<file path="src/rtl/ws2812b_chain_driver.sv">
// ws2812b_chain_driver
// Frame-buffered WS2812B chain serialiser. A start pulse shifts every pixel out
// MSB first (G, R, B) on dout, scaled by a brightness shift captured at start,
// then holds dout low for the latch time and pulses done.
module ws2812b_chain_driver #(
   parameter int NUM_LEDS = 8,
   parameter int T0H      = 20,
   parameter int T1H      = 40,
   parameter int TBIT     = 63,
   parameter int TRES     = 2500,
   localparam int ADDR_W  = (NUM_LEDS > 1) ? $clog2(NUM_LEDS) : 1
) (
   input  logic              clk,
   input  logic              rst_n,
   input  logic              wr_en,
   input  logic [ADDR_W-1:0] wr_addr,
   input  logic [23:0]       wr_data,
   input  logic              start,
   input  logic [2:0]        bright,
   output logic              dout,
   output logic              busy,
   output logic              done
);

   // One counter serves both bit timing and latch timing, so size it for the larger.
   localparam int CYC_MAX = (TRES > TBIT) ? TRES : TBIT;
   localparam int CYC_W   = (CYC_MAX > 1) ? $clog2(CYC_MAX) : 1;

   localparam logic [CYC_W-1:0]  T0H_C     = CYC_W'(T0H);
   localparam logic [CYC_W-1:0]  T1H_C     = CYC_W'(T1H);
   localparam logic [CYC_W-1:0]  TBIT_LAST = CYC_W'(TBIT - 1);
   localparam logic [CYC_W-1:0]  TRES_LAST = CYC_W'(TRES - 1);
   localparam logic [ADDR_W-1:0] LAST_LED  = ADDR_W'(NUM_LEDS - 1);
   localparam logic [ADDR_W:0]   LED_COUNT = (ADDR_W + 1)'(NUM_LEDS);

   typedef enum logic [1:0] {
      ST_IDLE  = 2'd0,
      ST_SEND  = 2'd1,
      ST_LATCH = 2'd2
   } state_t;

   state_t            state_r;
   state_t            state_s;
   logic [CYC_W-1:0]  cyc_r;
   logic [CYC_W-1:0]  cyc_s;
   logic [23:0]       sr_r;
   logic [23:0]       sr_s;
   logic [4:0]        bit_idx_r;
   logic [4:0]        bit_idx_s;
   logic [ADDR_W-1:0] led_idx_r;
   logic [ADDR_W-1:0] led_idx_s;
   logic [ADDR_W-1:0] nxt_idx_s;
   logic [2:0]        bright_r;
   logic [2:0]        bright_s;
   logic              dout_r;
   logic              dout_s;
   logic              busy_r;
   logic              busy_s;
   logic              done_r;
   logic              done_s;
   logic              wr_ok_s;
   logic [23:0]       pix_buf_r [NUM_LEDS];

   // Per-channel logical right shift; bright=7 keeps only each channel's MSB.
   function automatic logic [23:0] scale_pixel(input logic [23:0] pix, input logic [2:0] sh);
      logic [7:0] g;
      logic [7:0] r;
      logic [7:0] b;
      g = pix[23:16] >> sh;
      r = pix[15:8]  >> sh;
      b = pix[7:0]   >> sh;
      return {g, r, b};
   endfunction

   // Zero-extend the address so a power-of-two NUM_LEDS still compares correctly.
   assign wr_ok_s = wr_en && ({1'b0, wr_addr} < LED_COUNT);

   // Frame buffer: in-range writes are accepted in every state.
   always_ff @(posedge clk or negedge rst_n) begin
      if (!rst_n) begin
         for (int i = 0; i < NUM_LEDS; i++) begin
            pix_buf_r[i] <= 24'd0;
         end
      end else if (wr_ok_s) begin
         pix_buf_r[wr_addr] <= wr_data;
      end
   end

   // FSM state register.
   always_ff @(posedge clk or negedge rst_n) begin
      if (!rst_n) begin
         state_r <= ST_IDLE;
      end else begin
         state_r <= state_s;
      end
   end

   // Next-state, datapath next values and next output values.
   always_comb begin
      state_s   = state_r;
      cyc_s     = cyc_r;
      sr_s      = sr_r;
      bit_idx_s = bit_idx_r;
      led_idx_s = led_idx_r;
      bright_s  = bright_r;
      done_s    = 1'b0;
      nxt_idx_s = led_idx_r + 1'b1;
      case (state_r)
         ST_IDLE: begin
            if (start) begin
               state_s   = ST_SEND;
               bright_s  = bright;
               sr_s      = scale_pixel(pix_buf_r[0], bright);
               led_idx_s = '0;
               bit_idx_s = 5'd23;
               cyc_s     = '0;
            end else begin
               state_s   = ST_IDLE;
            end
         end
         ST_SEND: begin
            if (cyc_r == TBIT_LAST) begin
               cyc_s = '0;
               if (bit_idx_r != 5'd0) begin
                  sr_s      = {sr_r[22:0], 1'b0};
                  bit_idx_s = bit_idx_r - 5'd1;
               end else if (led_idx_r != LAST_LED) begin
                  // Pixel is sampled here: writes on this same edge land next frame.
                  led_idx_s = nxt_idx_s;
                  sr_s      = scale_pixel(pix_buf_r[nxt_idx_s], bright_r);
                  bit_idx_s = 5'd23;
               end else begin
                  state_s   = ST_LATCH;
               end
            end else begin
               cyc_s = cyc_r + 1'b1;
            end
         end
         ST_LATCH: begin
            if (cyc_r == TRES_LAST) begin
               state_s = ST_IDLE;
               cyc_s   = '0;
               done_s  = 1'b1;
            end else begin
               cyc_s   = cyc_r + 1'b1;
            end
         end
         default: begin
            state_s = ST_IDLE;
            cyc_s   = '0;
         end
      endcase
      // Outputs are computed from next values so the registered copies line up
      // with the state they describe.
      busy_s = (state_s != ST_IDLE);
      if (state_s == ST_SEND) begin
         dout_s = (cyc_s < (sr_s[23] ? T1H_C : T0H_C));
      end else begin
         dout_s = 1'b0;
      end
   end

   // Datapath and registered outputs.
   always_ff @(posedge clk or negedge rst_n) begin
      if (!rst_n) begin
         cyc_r     <= '0;
         sr_r      <= 24'd0;
         bit_idx_r <= 5'd0;
         led_idx_r <= '0;
         bright_r  <= 3'd0;
         dout_r    <= 1'b0;
         busy_r    <= 1'b0;
         done_r    <= 1'b0;
      end else begin
         cyc_r     <= cyc_s;
         sr_r      <= sr_s;
         bit_idx_r <= bit_idx_s;
         led_idx_r <= led_idx_s;
         bright_r  <= bright_s;
         dout_r    <= dout_s;
         busy_r    <= busy_s;
         done_r    <= done_s;
      end
   end

   assign dout = dout_r;
   assign busy = busy_r;
   assign done = done_r;

endmodule

</file>
<file path="config.mk">
export PLATFORM = sky130hd
export DESIGN_NAME = ws2812b_chain_driver
export DESIGN_NICKNAME = d
export VERILOG_FILES = /design/src/rtl/ws2812b_chain_driver.sv
export SDC_FILE = /design/constraint.sdc
export NUM_CORES = 1
export LEC_CHECK = 0
export ABC_AREA = 1
export CELL_PAD_IN_SITES_DETAIL_PLACEMENT = 1
export CELL_PAD_IN_SITES_GLOBAL_PLACEMENT = 1
export CORE_UTILIZATION = 46
export DETAILED_ROUTE_END_ITERATION = 12
export PLACE_DENSITY_LB_ADDON = 0.08
export SLEW_MARGIN = 25
export SYNTH_ARGS = -nofsm -noshare
export SYNTH_HDL_FRONTEND = slang
export SYNTH_SLANG_ARGS = --single-unit
</file>
<file path="constraint.sdc">
create_clock -name clk -period 3.5 [get_ports clk]
set_input_delay 0.35 -clock clk [delete_from_list [all_inputs] [get_ports clk]]
set_output_delay 0.35 -clock clk [all_outputs]
set_load 0.01 [all_outputs]
</file>
After elaboration in Yosys (flattened, before gate mapping)
Index checks and enable logic that the tools add are counted.
- register bits after elaboration: 244
- input bits: 34
- output and inout port bits: 3
- word-level logic and storage cells: 87
- $add $sub $neg: 3
- magnitude comparators: 4
- equal/unequal tests: 11
- shifts and indexed selects: 6
- muxes and demuxes: 35
- bitwise gates (word level): 2
- reductions and logical operators: 8
- operator list (operator ; count):
    bitwise mux 192 bit ; 1
    2-to-1 mux 24 bit ; 7
    binary-select mux 24 bit (select 3 bit) ; 1
    demux 24 bit (select 3 bit) ; 1
    case mux 24 bit (2 select lines) ; 1
    >> shifter 8 x 3 -> 8 bit ; 6
    2-to-1 mux 12 bit ; 3
    case mux 12 bit (3 select lines) ; 1
    2-to-1 mux 5 bit ; 4
    adder 12 x 1 -> 12 bit, second input constant ; 1
    == test 12 bit, second input constant ; 1
    == test 12 x 6 -> 1 bit, second input constant ; 1
    < comparator 12 x 6 -> 1 bit ; 1
    2-to-1 mux 3 bit ; 4
    case mux 5 bit (2 select lines) ; 1
    >= comparator 4 bit, second input constant ; 2
    2-to-1 mux 2 bit ; 4
    != test 2 bit, second input constant ; 4
    inverter 3 -> 4 bit ; 2
    2-to-1 mux 6 bit ; 1
    != test 3 bit, second input constant ; 2
    case mux 2 bit (3 select lines) ; 1
    case mux 3 bit (2 select lines) ; 1
    AND reduction 5 bit ; 1
    12 further kinds ; 17

Depth between registers and ports, before layout
- depth in word-level cells: 13
- depth in mapped cells: 22
- gate-level depth less buffers: 20

Least setup slack after synthesis
No wires, ideal clock.
- path kind: reg-to-reg
- from: reg led_idx_r[0]
- to: reg dout_r, in the netlist dout
- library setup time: 0.073 ns
- arrival: 2.369 ns
- data required time: 3.427 ns
- setup slack: 1.058 ns
- cell stages (with the launch flop): 20
- buffers on the path: 1
- clock period less this slack: 2.442 ns
- cell sequence: dfrtp_1 > ha_1 > ha_1 > buf_2 > inv_1 > nand2_1 > nand2_1 > nand4_1 > nand2_1 > nand2_1 > nand2_1 > nand2_1 > ha_1 > nand2_1 > inv_1 > nor3_1 > nand2_1 > nor2_1 > nand3_1 > a21oi_2
- longest elaborated chain between the ends: 13
- elaborated cells between the ends (all ways): 19
- classes of those cells: add/sub (1); order compare (1); eq/ne (2); shift (1); mux (13); bitwise (1)
- ends and longest elaborated chain (item ; RTL line ; text):
    start, declared ; 50 ; logic [ADDR_W-1:0] led_idx_r;
    start signal, assigned ; 178 ; led_idx_r <= led_idx_s;
    adder 3 x 1 -> 3 bit ; 107 ; nxt_idx_s = led_idx_r + 1'b1;
    inverter 3 -> 4 bit (implied by the code) ; 130 ; sr_s = scale_pixel(pix_buf_r[nxt_idx_s], bright_r);
    binary-select mux 24 bit (select 3 bit) ; 130 ;
    2-to-1 mux 24 bit (implied by the code) (2 in series) ; 130 ;
    >> shifter 8 x 3 -> 8 bit ; 69 ; g = pix[23:16] >> sh;
    2-to-1 mux 24 bit ; 127 ; end else if (led_idx_r != LAST_LED) begin
    2-to-1 mux 24 bit ; 124 ; if (bit_idx_r != 5'd0) begin
    2-to-1 mux 24 bit ; 122 ; if (cyc_r == TBIT_LAST) begin
    case mux 24 bit (2 select lines) ; 108 ; case (state_r)
    2-to-1 mux 6 bit ; 157 ; dout_s = (cyc_s < (sr_s[23] ? T1H_C : T0H_C));
    < comparator 12 x 6 -> 1 bit ; 157 ;
    2-to-1 mux 1 bit * ; 156 ; if (state_s == ST_SEND) begin
    via dout_s ; 56 ; logic dout_s;
    end signal, assigned ; 180 ; dout_r <= dout_s;
    end, declared ; 55 ; logic dout_r;
The timed path passes the listed nets; every way through them passes the cells marked *. The select of a mux whose other input is x is not followed.
A chain may end at the register's enable or synchronous reset.

Final worst setup path
- from: reg led_idx_r[0]
- to: reg sr_r[14]
- longest elaborated chain between the ends: 10
- elaborated cells between the ends (all ways): 13
- classes of those cells: add/sub (1); eq/ne (2); shift (1); mux (7); bitwise (1); reduce/logical (1)
- ends and longest elaborated chain (item ; RTL line ; text):
    adder 3 x 1 -> 3 bit ; 107 ;
    inverter 3 -> 4 bit (implied by the code) ; 130 ;
    binary-select mux 24 bit (select 3 bit) ; 130 ;
    2-to-1 mux 24 bit (implied by the code) (2 in series) ; 130 ;
    >> shifter 8 x 3 -> 8 bit ; 70 ; r = pix[15:8] >> sh;
    2-to-1 mux 24 bit ; 127 ;
    2-to-1 mux 24 bit ; 124 ;
    2-to-1 mux 24 bit ; 122 ;
    case mux 24 bit (2 select lines) ; 108 ;
    end signal, assigned ; 176 ; sr_r <= sr_s;
    end, declared ; 46 ; logic [23:0] sr_r;
Several ways; a longest one is shown, not always the timed one. The select of a mux whose other input is x is not followed.

==> impl_metrics.py <==
metrics = {
    "critical_path": {
        "cp-end-kind": "flip-flop",
        "crit_type": "flip-flop to flip-flop",
        "worstRegToRegCells": 14,
        "crit_path_start_kind": "flip-flop",
        "path_max_fanout": 68,
        "regToRegSetupSlack_ns": 0.51,
        "cpLargestDelayFamily": "buffers and inverters",
        "r2r-start": "led_idx_r[0]",
        "crit_buf_inv": 2,
        "crit_arrival_ns": 3.47,
        "critical-path-slowest-cell": "buf_4",
        "critPathMostFrequentCell": "nand2_1",
        "path_cells": "buf_4 > buf_4 > nor2_1 > nor2_1 > o21ai_0 > o21ai_0 > nand2_1 > nand2_1 > nand2_1 > nand2_1 > nand3_1 > o21ai_0 > nand3_1 > nand3_1",
        "max_stage_delay_ns": 0.69,
        "required_ns": 3.98,
        "r2r-end": "sr_r[14]",
    },
    "cells_and_area": {
        "register_area_um2": 6110,
        "final_layout_size_suffix_gt1_share_pct": 6.47,
        "nets": 1740,
        "multiInputGateArea_um2": 5680,
        "layout_common_cells": "nand2_1 (455), o21ai_0 (306), dfrtp_1 (243), nor2_1 (181), nand3_1 (123)",
        "n_antenna_cell": 0,
        "layout_commonest_cell": "nand2_1",
        "area_growth_pct": 12.0,
        "n_fill_cell": 3404,
    },
    "synth": {
        "synth_xor_area_share_pct": 0.275,
        "synth_top_family_by_area": "simple AND/OR/NAND/NOR gates",
        "synth_seq_cells": 244,
        "syn_nets": 1747,
        "yosys_warnings": 0,
        "syn_inst": 1704,
        "synth-main-ff-cell": "dfrtp_1",
        "synth_area_per_cell_um2": 7.49,
        "seq_area_frac_synth_pct": 47.8,
        "yosysTopAreaCell": "dfrtp_1",
        "yosys.area.top_type_share_pct": 47.8,
        "synth_mux_area_share_pct": 0.0784,
        "synthAdderAreaFrac_pct": 0.882,
        "post_synth_num_cell_types": 43,
        "synth_edf_count": 0,
        "synthSimpleGateAreaFrac_pct": 25.6,
        "synth_compound_area_share_pct": 17.5,
        "netlist_top_cells_area": "dfrtp_1 (48%), nand2_1 (13%), o21ai_0 (12%)",
        "synth-async-reset-ratio_pct": 100,
        "syn_area_um2": 12800,
    },
    "floorplanning": {
        "num_io_pins": 37,
        "core_area_um2": 27100,
        "dieArea_um2": 28400,
        "std_cell_rows": 60,
        "initial_utilization_pct": 47.1,
        "die_y_um": 169,
        "die_x_um": 169,
    },
    "cts": {
        "cts_hold_buf": 1,
        "cts_max_level": 1,
        "cts_root_buffer": "clkbuf_16",
        "cts_buffers": 28,
        "clock_path_buffers": 3,
        "cts_post_setup_buffers_inserted": 0,
        "cts_tree": "yes",
        "post_cts_resized": 0,
        "clk_latency_ns": 0.55,
        "clock_sinks": 244,
        "clk_pin_slew_ns": 0.06,
    },
    "placed_design": {
        "place_ws_ns": 0.545,
        "numPortBuffers": 36,
        "place_hpwl_um": 25800,
        "gp_congestion": 0.858,
    },
    "timing": {
        "finalSetupTns_ns": 0,
        "slew_violations": 0,
        "rsz0062_at_grt": "no",
        "worstMarginPinSlew_ns": 0.811,
        "min_period_over_period_pct": 85.4,
        "setup-violations-final": 0,
        "skew_ns": 0.0114,
        "fin_hold_ws_ns": 0.399,
        "layout_setup_ws_ns": 0.512,
        "fmax_ghz": 0.335,
        "hold_viol": 0,
        "layout_min_cycle_time_ns": 2.99,
        "relSlewSlack_pct": 45.9,
    },
    "drt": {
        "routed_via_density": 5.62,
        "ant_nets": 0,
        "drt-initial-drc-count": 886,
        "drc_errors": 0,
        "post_drt_wl_per_cell_um": 19.3,
        "vias": 11700,
        "drt_wl_total_um": 40300,
        "first_pass_iters": 7,
    },
    "power": {
        "p_leak_nw": 6.76,
        "irDropWorstVdd_v": 0.000732,
        "cellPowerDensity_nw_per_um2": 814,
    },
    "global_route": {
        "antenna_found_initial": 0,
        "grt_pass1_wl_um": 66300,
        "grt_use_total_pct": 29.5,
        "grt_use_met3_pct": 3.93,
        "met1_usage_pct": 38.7,
        "grt_start_max_net_pins": 91,
        "grtUsageMet2_pct": 50.8,
        "top_usage_layer": "met2",
        "grt_pass1_vias": 12200,
        "gr-total-overflow": 0,
    },
    "flow_run": {
        "cap_violations": 0,
    },
    "status": {
        "outcome": "completed",
    },
    "worst_hold_path": {
        "hold_class": "input port to async pin",
    },
}
==> metal layers <==
metal,vias up,wire [um]
met5,-,0
li1,5551,-
met3,79,1730
met2,254,19600
met4,0,1060
met1,5847,18000
==> logic make-up after synthesis <==
kind of cell             after synthesis
AND/OR/NAND/NOR                      799
adder cells (fa/ha/maj)                9
XOR/XNOR                               4
flip-flops                           244
AO/OA/AOI/OAI                        425
multiplexers                           1
buffers and inverters                222
==> state kept, by name (all words and copies together) (netlist names) <==
name	cells
pix_buf_r	192
sr_r	24
cyc_r	12
bit_idx_r	5
bright_r	3
led_idx_r	3
state_r	2
busy	1
done	1
dout	1
==> power breakdown <==
part	internal [mW]	leakage [nW]	switching [mW]	total, mW
Combinational	1.51	3.26	3.30	4.81
Sequential	3.42	3.04	0.386	3.80
Clock	1.83	0.462	1.19	3.01
==> cell usage after synthesis (2+ instances only) <==
library cell / instances
buf_1: 6
o21ai_0: 306
inv_2: 4
a21oi_2: 2
buf_4: 6
nand2_2: 3
xor2_1: 4
nand3_2: 2
nand2_1: 455
nor2_2: 7
or2_2: 2
o21ai_1: 22
nor2_1: 182
nand4_1: 5
nor3_1: 7
o22ai_1: 12
buf_6: 13
o211ai_1: 20
buf_2: 24
nand3b_1: 5
ha_1: 9
dfrtp_1: 244
a21oi_1: 54
clkbuf_1: 59
nand3_1: 124
inv_1: 106
a22oi_1: 3
nor3_2: 3
==> cell type report <==
cell class | instances | share of cell area [%]
sequential | 244 | 42.7
multi-input combinational | 1238 | 39.7
clock buffer | 40 | 5.72
timing repair buffer | 72 | 4.73
tap | 372 | 3.26
inverter | 113 | 3.02
clock inverter | 8 | 0.805
==> stage by stage <==
step,instance area (um2),total power [mW],util [%],instances
after floorplan,12800,7.27,-,1704
after global placement,13400,8.40,49.3,2038
after detailed placement,13400,8.61,49.3,2038
after CTS,14300,11.7,52.7,2087
after global routing,14300,12.5,52.7,2087
final,14300,11.6,52.7,2087
==> how the worst max path moves through the flow <==
| stage | from | end | depth (start not counted) |
|---|---|---|---|
| floorplan | led_idx_r[0] | dout | 19 |
| global placement | led_idx_r[0] | dout | 19 |
| detailed placement | led_idx_r[0] | dout | 19 |
| CTS | led_idx_r[0] | dout | 19 |
| global route | led_idx_r[0] | dout | 19 |
| finish | led_idx_r[0] | sr_r[14] | 14 |
Power figures use the tool's default switching activity.
==> variant (same settings) <==
Set the parameter `TRES` to 1250 (it was 2500).
--- a/src/rtl/ws2812b_chain_driver.sv
+++ b/src/rtl/ws2812b_chain_driver.sv
@@ -8,5 +8,5 @@
    parameter int T1H      = 40,
    parameter int TBIT     = 63,
-   parameter int TRES     = 2500,
+   parameter int TRES     = 1250,
    localparam int ADDR_W  = (NUM_LEDS > 1) ? $clog2(NUM_LEDS) : 1
 ) (
Check against the original RTL: no difference found for any inputs over 10 cycles, from zero or initial values and one cycle with rst_n low; that may be too few to reach the edited logic, so the function may still have changed.
==> variant against the original RTL <==
- worst setup slack better by 180 ps
- critical path depth up 2
- cell area up 3.5%
- wire length up 5.9%
- synthesized area up 3.3%
- sequential share of layout area down 1.6 points
- sequential cell count down 1
- power up 10%
==> variant: results (changes against the original RTL) <==
stage	metric	value	unit	change
synth	synth top area cells	dfrtp_1 (46%), nand2_1 (17%), o21ai_0 (9.4%)		
timing	Clock Skew	15.03	ps	+3.644 ps
placement	placed inst area	13760	sq um	+3.1%
placement	DPL Wire Length	26590	microns	+3.2%
synth	mux contribution to synthesized area	0	%	-0.078 points
detailed_routing	met3 wire len	1827	microns	+5.9%
global_route	first-pass GRT wire length	69830	microns	+5.3%
pwr	Total Power	12.79	mW	+10%
cells_and_area	sequential share of cell area	41.12	%	-1.6 points
pwr	Sw Share	44.14	%	+2.2 points
synth	Syn Area/Cell	7.185	sq um	-4.1%
pwr	clock-net power	3.26	mW	+8.3%
clock_tree	cts bufs inserted	29		+3.6%
cells_and_area	Non-clk bufs	64		-11%
status	outcome	finished clean		
setup_path	r2r startpoint	cyc_r[0]		
cells_and_area	non-clk buf share	4.414	%	-0.31 points
die	Rows	61		+1.7%
cells_and_area	Final Util	52.83	%	+0.092 points
setup_path	r2r setup slk	690	ps	+180 ps
cells_and_area	share of cells above drive strength 1	5.583	%	-0.89 points
detailed_routing	DR WL met2	19810	microns	+1.4%
cells_and_area	ClkCell Share	6.942	%	+0.42 points
setup_path	CP max stage cell	dfrtp_1		
cells_and_area	inverters	204		+81%
global_route	met2 Use GR	50.19	%	-0.64 points
placement	Placer Congestion	0.8621		+0.44%
synth	Adder-Cell Fraction of Synth Area	0.9490	%	+0.067 points
[variant: cell count changes after synthesis, moves of 7 or more]
| cell | unedited run | this run |
|---|---|---|
| nand2_1 | 455 | 592 |
| nand3_1 | 124 | 222 |
| inv_1 | 106 | 193 |
| nor2_1 | 182 | 106 |
| o21ai_0 | 306 | 247 |
| a21oi_1 | 54 | 32 |
| o21ai_1 | 22 | 4 |
| buf_4 | 6 | 13 |
| o211ai_1 | 20 | 13 |
| o22ai_1 | 12 | 5 |
[variant: worst max path at each step]
stage,start,end,depth (start not counted)
floorplan,led_idx_r[0],dout,18
global placement,led_idx_r[0],sr_r[14],12
detailed placement,cyc_r[0],dout,16
CTS,cyc_r[0],dout,16
global route,cyc_r[0],dout,15
finish,cyc_r[0],dout,16
[variant: logic make-up (layout without fill, tap and decap cells)]
group,after synthesis,count (layout)
flops,243,243
fa+ha+maj,10,10
simple gates,952,952
compound gates,312,312
buf+inv,312,322
xor+xnor,6,6
